**src/rtl/keypad_scanner.sv**
```systemverilog
// keypad_scanner: scans a 4x4 matrix keypad and emits one debounced key_valid pulse per press.
// Define KEYPAD_AUTOREPEAT_EN to re-pulse key_valid every REPEAT_CYCLES while the key stays down.
module keypad_scanner #(
    parameter int SCAN_DIV        = 1000,
    parameter int DEBOUNCE_CYCLES = 250000,
    parameter int REPEAT_CYCLES   = 25000000
) (
    input  logic       clk,
    input  logic       reset,
    input  logic [3:0] rows_n,
    output logic [3:0] cols_n,
    output logic       key_valid,
    output logic [3:0] key_code,
    output logic       is_digit,
    output logic       is_op,
    output logic       is_clear,
    output logic       is_equal,
    output logic       key_held
);

    // One width serves every counter, sized for the largest terminal count.
    localparam int MAX_A = (SCAN_DIV > DEBOUNCE_CYCLES) ? SCAN_DIV : DEBOUNCE_CYCLES;
    localparam int MAX_CNT = (MAX_A > REPEAT_CYCLES) ? MAX_A : REPEAT_CYCLES;
    localparam int CNT_W = $clog2(MAX_CNT + 1);
    localparam logic [CNT_W-1:0] SCAN_LAST = CNT_W'(SCAN_DIV - 1);
    localparam logic [CNT_W-1:0] DEB_LAST  = CNT_W'(DEBOUNCE_CYCLES - 1);

    typedef enum logic [1:0] {SCAN, DEBOUNCE, HELD} state_t;

    state_t           state, state_next;
    logic [3:0]       sync_stage, rs;
    logic [CNT_W-1:0] cnt, cnt_next;
    logic [3:0]       cols_next, cols_rot;
    logic [3:0]       pattern, pattern_next;
    logic [1:0]       row_idx, row_next, col_idx, col_next;
    logic             key_valid_next, key_held_next;
    logic [3:0]       key_code_next;
    logic [3:0]       flags, flags_next;

    assign {is_digit, is_op, is_clear, is_equal} = flags;
    assign cols_rot = {cols_n[2:0], cols_n[3]};

    function automatic logic one_low(input logic [3:0] v);
        return (v == 4'b1110) || (v == 4'b1101) || (v == 4'b1011) || (v == 4'b0111);
    endfunction

    function automatic logic [1:0] low_index(input logic [3:0] v);
        case (v)
            4'b1101: return 2'd1;
            4'b1011: return 2'd2;
            4'b0111: return 2'd3;
            default: return 2'd0;
        endcase
    endfunction

    function automatic logic [3:0] key_map(input logic [1:0] row, input logic [1:0] col);
        case ({row, col})
            4'h0: return 4'h1;  4'h1: return 4'h2;  4'h2: return 4'h3;  4'h3: return 4'hA;
            4'h4: return 4'h4;  4'h5: return 4'h5;  4'h6: return 4'h6;  4'h7: return 4'hB;
            4'h8: return 4'h7;  4'h9: return 4'h8;  4'hA: return 4'h9;  4'hB: return 4'hC;
            4'hC: return 4'hE;  4'hD: return 4'h0;  4'hE: return 4'hF;  default: return 4'hD;
        endcase
    endfunction

    // Flag order matches {is_digit, is_op, is_clear, is_equal}.
    function automatic logic [3:0] classify(input logic [3:0] code);
        return {code <= 4'h9, (code >= 4'hA) && (code <= 4'hD), code == 4'hE, code == 4'hF};
    endfunction

`ifdef KEYPAD_AUTOREPEAT_EN
    localparam logic [CNT_W-1:0] REP_LAST = CNT_W'(REPEAT_CYCLES - 1);
    logic [CNT_W-1:0] rep, rep_next;
`endif

    always_ff @(posedge clk) begin
        if (reset) begin
            sync_stage <= 4'b1111;
            rs         <= 4'b1111;
            state      <= SCAN;
            cnt        <= '0;
            cols_n     <= 4'b1110;
            pattern    <= 4'b1111;
            row_idx    <= '0;
            col_idx    <= '0;
            key_valid  <= 1'b0;
            key_code   <= '0;
            flags      <= '0;
            key_held   <= 1'b0;
`ifdef KEYPAD_AUTOREPEAT_EN
            rep        <= '0;
`endif
        end else begin
            sync_stage <= rows_n;
            rs         <= sync_stage;
            state      <= state_next;
            cnt        <= cnt_next;
            cols_n     <= cols_next;
            pattern    <= pattern_next;
            row_idx    <= row_next;
            col_idx    <= col_next;
            key_valid  <= key_valid_next;
            key_code   <= key_code_next;
            flags      <= flags_next;
            key_held   <= key_held_next;
`ifdef KEYPAD_AUTOREPEAT_EN
            rep        <= rep_next;
`endif
        end
    end

    // The shared counter is the dwell timer in SCAN, the press count in DEBOUNCE, the release count in HELD.
    always_comb begin
        state_next     = state;
        cnt_next       = cnt;
        cols_next      = cols_n;
        pattern_next   = pattern;
        row_next       = row_idx;
        col_next       = col_idx;
        key_valid_next = 1'b0;
        key_held_next  = key_held;
        key_code_next  = key_code;
        flags_next     = flags;
`ifdef KEYPAD_AUTOREPEAT_EN
        rep_next       = rep;
`endif
        case (state)
            SCAN: begin
                if (cnt == SCAN_LAST) begin
                    cnt_next = '0;
                    if (one_low(rs)) begin
                        pattern_next = rs;
                        row_next     = low_index(rs);
                        col_next     = low_index(cols_n);
                        state_next   = DEBOUNCE;
                    end else begin
                        cols_next = cols_rot;
                    end
                end else begin
                    cnt_next = cnt + 1'b1;
                end
            end
            DEBOUNCE: begin
                if (rs == pattern) begin
                    if (cnt == DEB_LAST) begin
                        key_code_next  = key_map(row_idx, col_idx);
                        flags_next     = classify(key_map(row_idx, col_idx));
                        key_valid_next = 1'b1;
                        key_held_next  = 1'b1;
                        cnt_next       = '0;
                        state_next     = HELD;
`ifdef KEYPAD_AUTOREPEAT_EN
                        rep_next       = '0;
`endif
                    end else begin
                        cnt_next = cnt + 1'b1;
                    end
                end else begin
                    cnt_next   = '0;
                    cols_next  = cols_rot;
                    state_next = SCAN;
                end
            end
            HELD: begin
                if (rs == 4'b1111) begin
                    if (cnt == DEB_LAST) begin
                        key_held_next = 1'b0;
                        cnt_next      = '0;
                        cols_next     = cols_rot;
                        state_next    = SCAN;
                    end else begin
                        cnt_next = cnt + 1'b1;
                    end
                end else begin
                    cnt_next = '0;
                end
`ifdef KEYPAD_AUTOREPEAT_EN
                if (rs == pattern) begin
                    if (rep == REP_LAST) begin
                        key_valid_next = 1'b1;
                        rep_next       = '0;
                    end else begin
                        rep_next = rep + 1'b1;
                    end
                end else begin
                    rep_next = '0;
                end
`endif
            end
            default: begin
                cnt_next   = '0;
                state_next = SCAN;
            end
        endcase
    end

endmodule

```
**config.mk**
```make
export PLATFORM = sky130hd
export DESIGN_NAME = keypad_scanner
export DESIGN_NICKNAME = d
export VERILOG_FILES = /design/src/rtl/keypad_scanner.sv
export SDC_FILE = /design/constraint.sdc
export NUM_CORES = 1
export LEC_CHECK = 0
export CORE_UTILIZATION = 40
export CTS_BUF_LIST = sky130_fd_sc_hd__clkbuf_4 sky130_fd_sc_hd__clkbuf_8
export DETAILED_ROUTE_END_ITERATION = 6
export PLACE_DENSITY = 0.59
export SETUP_SLACK_MARGIN = 0.4
export SLEW_MARGIN = 20
export SYNTH_ARGS = -nofsm -noshare
export SYNTH_HDL_FRONTEND = slang
export SYNTH_SLANG_ARGS = --single-unit
```
**constraint.sdc**
```tcl
create_clock -name clk -period 2.4 [get_ports clk]
set_input_delay 0.48 -clock clk [delete_from_list [all_inputs] [get_ports clk]]
set_output_delay 0.48 -clock clk [all_outputs]
set_load 0.05 [all_outputs]
```
==> results.yml <==
timing:
  rsz0062_at_grt: "yes"
  min_period_ns: 2.35
  slew_headroom_pct: 64.2
  fmax_ghz: 0.426
  slew_violations: 0
  period_share_pct: 97.7
  fin_ws_ns: 0.0541
  finalSetupTns_ns: 0
  hold_violations: 0
  worst_pin_slew_ns: 0.532
  setup_viol: 0
  fin_skew_ns: 0.0182
synthesis:
  synthArstFlopShare_pct: 0
  synth_cells: 317
  synth_ff_type: "dfxtp_1"
  synth.cell_area_um2: 2910
  syn_area_per_cell_um2: 9.19
  synth_top_area_share_pct: 41.9
  syn_nets: 334
  synth_edf_count: 0
  synth.area.top_cells: "dfxtp_1 (42%), xor2_1 (5.7%), mux2i_1 (5.5%), nor2_1 (5.3%), ha_1 (4.7%)"
  synth-seq-cells: 61
  synth_largest_area_cell: "dfxtp_1"
  ys_warn_count: 0
  ys_types: 41
  ys_seq_area_share_pct: 41.9
power:
  p_total_mw: 2.14
  power.density_nw_per_um2: 518
  total_leakage_power_nw: 1.71
  ir_drop_uv: 352
drt:
  drc_errors: 0
  viasPerCell: 5.03
  wl_per_cell_um: 13.5
  first_pass_iters: 4
  first_iter_violations: 89
  ant_nets: 0
  vias: 2462
  wirelength_mm: 6.59
clocking:
  numClockSinks: 61
  cts_inserted_buffers: 9
  cts-root-buf: "clkbuf_8"
  clockBufferDepth: 2
  cts_tree: "yes"
  worstSkewPairLatency_ns: 0.35
  clkTransAtPathRegs_ns: 0.08
  cts.htree.levels: 3
global_routing:
  grt_first_pass_wirelength_mm: 10.8
  antenna_found_initial: 0
  grt_overflow: 0
  grt_pass1_vias: 2330
  grt_max_degree: 16
  track_usage_pct: 18.4
place:
  hpwlAfterDp_mm: 4.02
  port_buffers: 19
  gp_congestion: 0.803
  pre_cts_ws_ns: 0.0266
  place_inst: 449
cells_and_area:
  synthToLayoutAreaGrowth_pct: 41.7
  finalNonFillerCells: 489
  final_nets: 405
  post-route-util_pct: 59.7
  n_antenna_cell: 0
  layout_commonest_cell: "dfxtp_1"
  mostFrequentLayoutCells: "dfxtp_1 (54), nor2_1 (40), buf_4 (40)"
  drive_gt1_share_pct: 30.8
setup_path:
  crit_slowest_cell: "dfxtp_4"
  max_stage_delay_ns: 0.36
  path_cells: "nor4_4, nand3_2, buf_6, nor4b_4, buf_6, mux2i_2, inv_2, ha_2, mux2_4, a21oi_2"
  worst-setup-path-type: "reg -> reg"
  worstPathMaxFanout: 7
  cpMostUsedCell: "buf_6"
  start_kind: "register"
  endpoint_kind: "register"
  arrival_ns: 2.62
  crit_required_ns: 2.67
floorplan:
  core-area_um2: 6910
  die_w_um: 87.3
  dieArea_um2: 7630
  fp-row-count: 30
  io_pins: 20
  initial_core_util_pct: 42.2
  die_y_um: 87.3
job:
  drv_cap: 0
outcome:
  status: "completed"
worst_hold_path:
  worst_hold_path_type: "reg -> reg"
==> through the flow <==
stage,area [um^2],hold WS [ns]
3_3_place_gp,3440,0.391
2_1_floorplan,2960,0.389
5_1_grt,4130,0.423
4_1_cts,3870,0.414
6_report,4130,0.414
3_5_place_dp,3440,0.396
==> layer usage <==
metal | GRT usage [%] | vias to the layer above | routed length [um] | part of all wire, %
met2 | 27.4 | 51 | 2990 | 45
met5 | 0 | - | 0 | 0
met3 | 5.21 | 14 | 299 | 4.5
met4 | 7.60 | 0 | 136 | 2.1
met1 | 24.9 | 1157 | 3170 | 48
li1 | - | 1240 | - | -
==> synth_stat cells, drive strengths merged (5+ instances only) <==
cell / count
mux2i: 16
clkbuf: 8
nor2b: 6
nand2b: 11
ha: 11
or2: 8
o21ai: 8
xnor2: 14
nor3: 5
a21oi: 10
nand4: 6
nand3: 18
xor2: 19
inv: 9
nand2: 19
nor2: 41
and3: 8
dfxtp: 61
==> final timing paths <==
check / from / to / slack, ns / cells past startpoint
setup / recovery: cnt[18]$_SDFF_PP0_ / register / 0.05 / 10
hold reg to reg: sync_stage[1]$_SDFF_PP1_ / rs[1]$_SDFF_PP1_ / 0.41 / 1
setup reg to reg: cnt[18]$_SDFF_PP0_ / register / 0.05 / 10
hold / removal: sync_stage[1]$_SDFF_PP1_ / rs[1]$_SDFF_PP1_ / 0.41 / 1
==> power breakdown <==
group | internal (mW) | switching [mW] | leakage [nW] | total [mW]
logic | 0.0563 | 0.0417 | 1.10 | 0.0980
registers | 1.02 | 0.00907 | 0.497 | 1.03
clock network | 0.596 | 0.414 | 0.114 | 1.01
==> final cells by class <==
type	instances	area (um^2)
Multi-Input combinational cell	235	1820
Clock buffer	10	131
Sequential cell	61	1230
Timing Repair Buffer	72	699
Fill cell	593	2780
Clock inverter	6	87.6
Inverter	9	33.8
Tap cell	96	120
==> critical path, delay by kind of cell (launching register included) <==
family,cells,cell delay [ns]
mux,2,0.51
flops,1,0.36
fa+ha+maj,1,0.18
compound gates,1,0.11
simple gates,3,0.69
buf+inv,3,0.43
==> registers in the layout, indices dropped and copies added, names as in the netlist, 2 cells and up, named ones only <==
name	count
state	2
cols_n	4
cnt	25
col_idx	2
pattern	4
sync_stage	4
row_idx	2
flags	4
rs	4
key_code	4
==> repair_timing <==
action,CTS,global route
hold buffers,0,0
gates resized for setup,25,33
endpoints found under the hold margin,0,0
pin swaps,7,13
setup endpoints to repair,50,50
gates cloned,2,2
setup buffers,9,11
==> cells by family (layout without fill, tap and decap cells) <==
group,Yosys count,in the layout,synth area share (%)
fa+ha+maj,11,11,4.73
flops,61,61,41.9
simple gates,143,143,26.8
mux,21,21,7.82
buf+inv,21,97,2.88
compound gates,27,27,5.97
xor+xnor,33,33,9.92
Power figures use the tool's default switching activity.
